File: config.mk
export PLATFORM = sky130hd
export DESIGN_NAME = seq_101_tx
export DESIGN_NICKNAME = d
export VERILOG_FILES = /design/src/rtl/fsm_101_pkg.sv /design/src/rtl/seq_101_tx_piso_shift.sv /design/src/rtl/seq_101_tx.sv
export SDC_FILE = /design/constraint.sdc
export NUM_CORES = 1
export LEC_CHECK = 0
export ABC_AREA = 1
export ABC_CLOCK_PERIOD_IN_PS = 2500
export BUFFER_PORTS_ARGS = -buffer_cell sky130_fd_sc_hd__buf_4
export CAP_MARGIN = 15
export CORE_ASPECT_RATIO = 0.9
export CORE_MARGIN = 10
export CORE_UTILIZATION = 55
export DETAILED_ROUTE_END_ITERATION = 6
export PLACE_DENSITY = 0.89
export SLEW_MARGIN = 20
export SYNTH_ARGS = -nofsm -noshare
export SYNTH_HDL_FRONTEND = slang
export SYNTH_SLANG_ARGS = --single-unit
export TNS_END_PERCENT = 50
File: constraint.sdc
create_clock -name clk -period 2.5 [get_ports clk]
set_input_delay 0.375 -clock clk [delete_from_list [all_inputs] [get_ports clk]]
set_output_delay 0.375 -clock clk [all_outputs]
set_load 0.05 [all_outputs]
File: src/rtl/fsm_101_pkg.sv
// ============================================================================
// fsm_101_pkg
// State encodings and sync pattern shared by the "101" transmitter and detector.
// Revision: 1.0
// ============================================================================
`default_nettype none

package fsm_101_pkg;

    typedef enum logic [1:0] {
        S_IDLE = 2'b00,
        S_SYNC = 2'b01,
        S_DATA = 2'b10,
        S_GAP  = 2'b11
    } state_t;

    localparam logic [2:0] SYNC_PAT = 3'b101;
    localparam int         SYNC_LEN = 3;

    function automatic int max3(input int a, input int b, input int c);
        int m;
        m = (a > b) ? a : b;
        return (m > c) ? m : c;
    endfunction

endpackage

`default_nettype wire

File: src/rtl/seq_101_tx_piso_shift.sv
// ============================================================================
// piso_shift
// Parallel-in serial-out register: load a word, shift left, expose the MSB.
// Revision: 1.0
// ============================================================================
`default_nettype none

module piso_shift #(
    parameter int WIDTH = 8
) (
    input  logic             clk,
    input  logic             clr,
    input  logic             load,
    input  logic [WIDTH-1:0] load_data,
    input  logic             shift,
    output logic             msb
);

    logic [WIDTH-1:0] sr_r;

    always_ff @(posedge clk) begin
        if (clr) begin
            sr_r <= '0;
        end else if (load) begin
            sr_r <= load_data;
        end else if (shift) begin
            sr_r <= sr_r << 1;
        end
    end

    assign msb = sr_r[WIDTH-1];

endmodule

`default_nettype wire

File: src/rtl/seq_101_tx.sv
// ============================================================================
// seq_101_tx
// Serial frame transmitter: sync 1,0,1 then MSB-first payload then idle zeros.
// Revision: 1.0
// ============================================================================
`default_nettype none

module seq_101_tx
    import fsm_101_pkg::*;
#(
    parameter int WIDTH   = 8,
    parameter int GAP_LEN = 2
) (
    input  logic             clk,
    input  logic             clr,
    input  logic             in_valid,
    input  logic [WIDTH-1:0] in_data,
    output logic             in_ready,
    output logic             sout,
    output logic             busy,
    output logic             done,
    output logic [1:0]       cs
);

    localparam int CNT_W = $clog2(max3(SYNC_LEN, WIDTH, GAP_LEN)) + 1;

    state_t           state_r, state_nxt;
    logic [CNT_W-1:0] cnt_r, cnt_nxt;
    logic             sout_r, sout_nxt;
    logic             done_r, done_nxt;
    logic             xfer;
    logic             shift;
    logic             msb;
    logic [1:0]       sync_idx;

    assign in_ready = (state_r == S_IDLE);
    assign xfer     = in_valid && in_ready;
    // Bit to send next while still in SYNC: pattern walks down as the counter does.
    assign sync_idx = cnt_r[1:0] - 2'd1;

    piso_shift #(
        .WIDTH (WIDTH)
    ) u_piso (
        .clk       (clk),
        .clr       (clr),
        .load      (xfer),
        .load_data (in_data),
        .shift     (shift),
        .msb       (msb)
    );

    always_ff @(posedge clk) begin
        if (clr) begin
            state_r <= S_IDLE;
            cnt_r   <= '0;
            sout_r  <= 1'b0;
            done_r  <= 1'b0;
        end else begin
            state_r <= state_nxt;
            cnt_r   <= cnt_nxt;
            sout_r  <= sout_nxt;
            done_r  <= done_nxt;
        end
    end

    always_comb begin
        state_nxt = state_r;
        cnt_nxt   = cnt_r;
        sout_nxt  = 1'b0;
        done_nxt  = 1'b0;
        shift     = 1'b0;
        case (state_r)
            S_IDLE: begin
                cnt_nxt = '0;
                if (xfer) begin
                    state_nxt = S_SYNC;
                    cnt_nxt   = CNT_W'(SYNC_LEN - 1);
                    sout_nxt  = SYNC_PAT[2];
                end
            end
            S_SYNC: begin
                if (cnt_r == '0) begin
                    state_nxt = S_DATA;
                    cnt_nxt   = CNT_W'(WIDTH - 1);
                    sout_nxt  = msb;
                    shift     = 1'b1;
                end else begin
                    cnt_nxt  = cnt_r - 1'b1;
                    sout_nxt = SYNC_PAT[sync_idx];
                end
            end
            S_DATA: begin
                if (cnt_r == '0) begin
                    state_nxt = S_GAP;
                    cnt_nxt   = CNT_W'(GAP_LEN - 1);
                    done_nxt  = 1'b1;
                end else begin
                    cnt_nxt  = cnt_r - 1'b1;
                    sout_nxt = msb;
                    shift    = 1'b1;
                end
            end
            S_GAP: begin
                if (cnt_r == '0) begin
                    state_nxt = S_IDLE;
                end else begin
                    cnt_nxt = cnt_r - 1'b1;
                end
            end
            default: begin
                state_nxt = S_IDLE;
                cnt_nxt   = '0;
            end
        endcase
    end

    assign sout = sout_r;
    assign done = done_r;
    assign busy = (state_r != S_IDLE);
    assign cs   = state_r;

endmodule

`default_nettype wire

* After elaboration in Yosys (flattened, before gate mapping)
Cells that the tools add are included.
Word-level totals: output and inout bits 6, logic and storage cells 45, flip-flop bits (word level) 16, input bits 11
Operators by class: eq/ne operators 8, reduce and logical (&&, ||, !) cells 7, bitwise operators 1, $add $sub $neg 2, order comparisons 1, muxes and demuxes 21
Operators with widths (number):
- $mux 8 | 2
- $pmux 4 s4 | 1
- $mux 4 | 3
- $mux 2 | 5
- $ne 2x2->1 const B | 4
- $pmux 2 s4 | 1
- $mux 1 | 6
- $eq 2x2->1 const B | 2
- $logic_not 4->1 | 1
- $reduce_and 4->1 | 1
- $reduce_bool 2->1 | 2
- $sub 4x1->4 const B | 1
- $lt 2x3->1 const B | 1
- $pmux 1 s3 | 1
- $bmux 1 s2 | 1
- $eq 2x1->1 const B | 1
- $logic_not 2->1 | 1
- $ne 2x1->1 const B | 1
- $pmux 1 s2 | 1
- $reduce_or 2->1 | 1
- $sub 2x1->2 const B | 1
- $logic_and 1x1->1 | 1
- $not 1->1 | 1

* Logic depth before layout (Yosys ltp)
Gate-level depths: netlist of the first run.
word-level depth 5, depth in mapped cells 9, gate-level depth less buffers 9

* By module
Synthesis of the first run repeated with hierarchy kept, for this count alone.
Unflattened totals: cells, all modules 129, area, all modules 899.6 sq um
Modules (own cells, without submodules):
- seq_101_tx | cells an instance 69, area an instance 500.5 sq um, times used 1
- piso_shift | cells an instance 60, area an instance 399.1 sq um, times used 1

* Worst setup path before layout of the first run
No wires, ideal clock.
path kind register -> register, start reg state_r[0], in the netlist cs[0], end reg cnt_r[3], cell stages (with the launch flop) 8, data required time 2422 ps, buffers on the path 0, arrival time 2070 ps, period minus slack after synthesis 2147 ps, slack 353 ps, cells stage by stage dfxtp_1 -> inv_1 -> ha_1 -> inv_1 -> nand2_1 -> inv_1 -> nand2_1 -> nor3_1
Between the ends: word-level cells in the longest chain between the ends 2, elaborated cells on any way between the ends 6
RTL lines:
- start, declared | line seq_101_tx.sv:27 | state_t state_r, state_nxt;
- start signal, assigned | line seq_101_tx.sv:59 | state_r <= state_nxt;
- $logic_not 2->1
- via in_ready | line seq_101_tx.sv:18 | output logic in_ready,
- $pmux 4 s4 | line seq_101_tx.sv:72 | case (state_r)
- end signal, assigned | line seq_101_tx.sv:60 | cnt_r <= cnt_nxt;
- end, declared | line seq_101_tx.sv:28 | logic [CNT_W-1:0] cnt_r, cnt_nxt;
The timed path passes the listed nets, and every way through them passes these cells. A chain may end at the register's enable or synchronous reset.

* Worst setup path in the final report of the first run
start reg state_r[0], in the netlist cs[0], end out busy
Between the ends: word-level cells in the longest chain between the ends 1
RTL lines:
- $reduce_bool 2->1 | line seq_101_tx.sv:119 | assign busy = (state_r != S_IDLE);
- end, declared | line seq_101_tx.sv:20 | output logic busy,
No other way between the ends.

==> results of run 1 <==
## metrics by stage
stage | hold WS, ns | power, uW | worst slack [ns] | util | instances
2_1_floorplan | 0.444 | 1060 | 0.353 | - | 126
3_3_place_gp | 0.474 | 1220 | 1.09 | 0.689 | 162
3_5_place_dp | 0.482 | 1240 | 1.02 | 0.689 | 162
4_1_cts | 0.259 | 1420 | 0.708 | 0.713 | 166
5_1_grt | 0.258 | 1540 | 0.609 | 0.713 | 166
6_report | 0.266 | 1420 | 0.694 | 0.713 | 166
## worst max-delay path by stage
| stage | to | from | cells after the start | slack, ns |
|---|---|---|---|---|
| after global routing | busy | cs[0] | 4 | 0.61 |
| final | busy | cs[0] | 4 | 0.69 |
| after CTS | busy | cs[0] | 4 | 0.71 |
| after global placement | busy | cs[1] | 4 | 1.09 |
| after floorplan | cnt_r[3] | cs[0] | 7 | 0.35 |
| after detailed placement | u_piso.sr_r[7] | cs[0] | 8 | 1.02 |
## synth_stat cells (2+ instances only)
master,n
nor3_1,2
nand2_4,2
nand4_1,2
nand3_1,5
nor2_1,20
xor2_1,2
a21oi_1,6
nand2_1,39
dfxtp_1,16
ha_1,6
o21ai_0,7
inv_1,9
## report_power, final
part | switching [uW] | internal [uW]
logic | 571 | 274
clock network | 82.7 | 88.7
registers | 61.8 | 339
total | 716 | 702
## cells by family after synthesis
logic type	after synthesis	synth area share
flops	16	0.364
compound gates	14	0.0795
simple gates	75	0.389
xor+xnor	2	0.0199
buf+inv	13	0.0625
fa+ha+maj	6	0.0852
## state kept, by name (all words and copies together), names as in the netlist
register	count
u_piso.sr_r	8
cnt_r	4
cs	2
done	1
sout	1
## layout make-up
class                           instances  area (um^2)  share of cell area
Timing Repair Buffer                   16          120               0.114
Tap cell                               22         27.5              0.0261
Clock buffer                            4         36.3              0.0344
Multi-Input combinational cell         97          505               0.479
Inverter                               11         46.3              0.0438
Sequential cell                        16          320               0.303
## per-layer routing
metal,share of wire,wire length (um),up-vias,GRT usage
met5,0,0,-,0
met4,0.024,47,0,0.0586
met3,0.057,113,7,0.0326
met2,0.44,880,31,0.173
met1,0.48,956,366,0.142
li1,-,-,434,-
==> impl_metrics.toml, run 1 <==
[routing]
wire_per_inst_um = 12.0
viasPerCell = 5.05
num_vias = 838
drt_first_pass_iters = 4
drc_errors = 0
antenna_left = 0
drtIter0Drc = 19
wirelength_mm = 2.00

[cells_and_area]
final_common_cell = "nand2_1"
fillCellCount = 132
layout_common_cells = "39 x nand2_1, 20 x nor2_1, 16 x dfxtp_1, 16 x buf_4, 9 x inv_1"
fin_area_um2 = 1060
drive_above_1_share = 0.201
final_nets = 162
insertedDiodeCount = 0
synthToLayoutAreaGrowth_pct = 19.9

[run]
cap_viol_max_count = 0

[timing]
rsz0062_at_grt = "false"
worstMarginPinSlew_ns = 0.301
setup_viol = 0
max-slew-margin-rel = 0.799
max_freq_mhz = 554
setup_tns_ns = 0
maxSlewViolCount = 0
period_needed_ns = 1.81
fin_skew_ns = 0.00245
finalHoldViolCount = 0
period_share = 0.723

[min_path]
hp-start = "clr"
hold_end = "u_piso.sr_r[0]"
hold_depth = 2
hp-class = "input port to flop"

[floorplan]
die_w_um = 62.2
num_rows = 13
die_h_um = 58.0
start_util = 0.595
num_io_pins = 17
coreArea_um2 = 1480
dieArea_um2 = 3600

[synth]
synth_area_leaders = "dfxtp_1 36%, nand2_1 17%, ha_1 8.5%"
syn_area_per_cell_um2 = 6.99
synthCells = 126
ys_async_sr_fraction = 0
syn_area_um2 = 881
yosysTopAreaCell = "dfxtp_1"
post-synth-top-area-fraction = 0.364
synth_edf_count = 0
ys_seq_elements = 16
dominantRegCellSynth = "dfxtp_1"
yosys_warnings = 0
synth.distinct_cells = 22
ys_seq_area_frac = 0.364
synth_nets = 143

[worst_setup_path]
reg2regPathDepth = 8
start_kind = "flop"
worstSetupPathType = "flop to primary output"
regToRegStartpoint = "cs[0]"
worst-path-buf-inv = 3
max_stage_delay_ns = 0.43
r2r-end = "u_piso.sr_r[3]"
path_cells = "inv_1, ha_1, inv_1, buf_4"
path_delay_family = "buffers and inverters"
cp_slowest_cell = "dfxtp_1"
crit_top_cell = "inv_1"
r2r_slack_ns = 0.97
endpoint_kind = "primary output"
cp.arrival_ns = 1.43
worst-path-max-fanout = 5
cp.required_ns = 2.12

[placed_design]
io_buffers = 16
place_area_um2 = 1020
globalplace.congestion = 0.861
dp_hpwl_mm = 1.50

[clock_network]
htreeDepth = 1
numCtsBuffers = 3
postCtsHoldBufs = 0
cts_resized = 0
insertion_delay_ns = 0.29
clkTransAtPathRegs_ns = 0.09
root_buffer = "clkbuf_4"
cts_sinks = 16
cts_setup_buffers = 0
cts_buffer_depth = 2
cts_tree = "yes"

[power]
power.leakage_uw = 0.000554
p_per_area_nw_per_um2 = 1340
ir_drop_mv = 1.05

[global_route]
antenna_found_initial = 0
track_usage = 0.113
grt_pass1_wl_mm = 3.38
grt_max_degree = 12
grt_pass1_vias = 772
gr-total-overflow = 0

[run_status]
run_status = "finished clean"
No activity file was read; power rests on OpenSTA's default activity.
==> run 2: changes to the inputs <==
ABC_CLOCK_PERIOD_IN_PS = 1750   (was 2500)
CORE_UTILIZATION = 52   (was 55)
PLACE_DENSITY = 0.86   (was 0.89)
clock period = 1.75 ns   (was 2.5 ns; I/O delays follow)
==> run 2 against run 1 <==
  * Total power is 45% higher
  * Combinational power is 47% higher
  * Clock power is 44% higher
  * Routed wire length is 1.5% lower
  * Core utilization is 5.9 points lower
  * First-iteration DRC count is 47% higher
  * Sequential power is 43% higher
  * Critical endpoint unchanged
  * Largest cell class unchanged
==> impl_metrics.toml, run 2 (same netlist as run 1, synthesis figures left out) <==
[cells_and_area]
largest_reg_flops = 8
insertedDiodeCount = 0
final_common_cell = "nand2_1"
layout_common_cells = "39 x nand2_1, 20 x nor2_1, 16 x buf_4, 14 x dfxtp_1, 8 x inv_1"
synthToLayoutAreaGrowth_pct = 22.3
final_nets = 162
drive_above_1_share = 0.229
top_register = "u_piso.sr_r"

[timing]
finalHoldViolCount = 0
maxSlewViolCount = 0
period_share = 0.874
worstMarginPinSlew_ns = 0.274
rsz0062_at_grt = "false"
max-slew-margin-rel = 0.817
setup_slack_ns = 0.220
fin_skew_ns = 0.00458
max_freq_mhz = 654
setup_tns_ns = 0
setup_viol = 0
period_needed_ns = 1.53

[floorplan]
die_h_um = 59.0
coreArea_um2 = 1650
die_w_um = 63.4
start_util = 0.535
num_io_pins = 17
dieArea_um2 = 3740
num_rows = 14

[clock_network]
numCtsBuffers = 3
cts_sinks = 16
postCtsHoldBufs = 0
cts_buffer_depth = 2
root_buffer = "clkbuf_4"
insertion_delay_ns = 0.29
clkTransAtPathRegs_ns = 0.10
cts_setup_buffers = 0
cts_tree = "yes"
cts_resized = 0
htreeDepth = 1

[worst_setup_path]
worst-path-max-fanout = 5
cp.arrival_ns = 1.27
cp.required_ns = 1.49
start_kind = "flop"
endpoint_kind = "primary output"
worstSetupPathType = "flop to primary output"

[global_route]
antenna_found_initial = 0
grt_max_degree = 12
grt_pass1_wl_mm = 3.49
gr-total-overflow = 0
track_usage = 0.114
grt_pass1_vias = 798

[power]
clkPwrFrac = 0.119
intPower_uw = 1030
power.leakage_uw = 0.000550
p_per_area_nw_per_um2 = 1910
power_frac_seq = 0.277
power.net_switching_uw = 1030
combinationalPowerShare = 0.603
ir_drop_mv = 1.07
netSwitchingFraction = 0.501

[placed_design]
dp_hpwl_mm = 1.53
globalplace.congestion = 0.875
place_ws_ns = 0.288
io_buffers = 16

[routing]
viasPerCell = 5.05
drtIter0Drc = 28
drt_first_pass_iters = 4
antenna_left = 0
wire_per_inst_um = 11.7
drc_errors = 0
num_vias = 848
wirelength_mm = 1.97

[run_status]
run_status = "finished clean"

[min_path]
hp-class = "input port to flop"

[run]
cap_viol_max_count = 0
[run 2: layer usage]
layer,vias to the layer above,track usage,share of wire
li1,432,-,-
met4,0,0.0156,0.0046
met1,373,0.138,0.47
met5,-,0,0
met2,41,0.185,0.46
met3,2,0.0510,0.074
[run 2: per-stage QoR]
step / area (um^2) / total power (uW) / cells / utilization / hold slack, ns
4_1_cts: 1080 / 2070 / 168 / 0.654 / 0.147
2_1_floorplan: 900 / 1560 / 126 / - / 0.332
6_report: 1080 / 2060 / 168 / 0.654 / 0.156
5_1_grt: 1080 / 2260 / 168 / 0.654 / 0.145
3_5_place_dp: 1040 / 1820 / 164 / 0.632 / 0.465
3_3_place_gp: 1040 / 1780 / 164 / 0.632 / 0.458
[run 2: worst paths after layout]
| path | slack [ns] | endpoint | cells past startpoint | from |
|---|---|---|---|---|
| worst max-delay path | 0.22 | busy | 4 | cs[0] |
| worst min-delay path | 0.16 | cnt_r[1] | 2 | clr |
| worst max register to register | 0.24 | u_piso.sr_r[5] | 6 | cnt_r[0] |
| worst min register to register | 0.50 | u_piso.sr_r[0] | 2 | u_piso.sr_r[0] |
[run 2: final cells by class]
class / count / area [um^2]
Clock buffer: 4 / 36.3
Sequential cell: 16 / 323
Tap cell: 24 / 30.0
Inverter: 11 / 50.0
Timing Repair Buffer: 16 / 120
Multi-Input combinational cell: 97 / 518
Fill cell: 156 / 569
[run 2: worst max-delay path, stage by stage (launching register included)]
cell and delay, ns:
dfxtp_2 0.36, inv_1 0.14, ha_4 0.18, clkinvlp_4 0.11, buf_4 0.20
[run 2: power groups by stage]
stage	Clock (uW)	Combinational, uW	Sequential [uW]
2_1_floorplan	0	890	669
6_report	246	1240	572
3_5_place_dp	0	1240	576
4_1_cts	255	1250	570
5_1_grt	271	1400	590
3_3_place_gp	0	1210	573
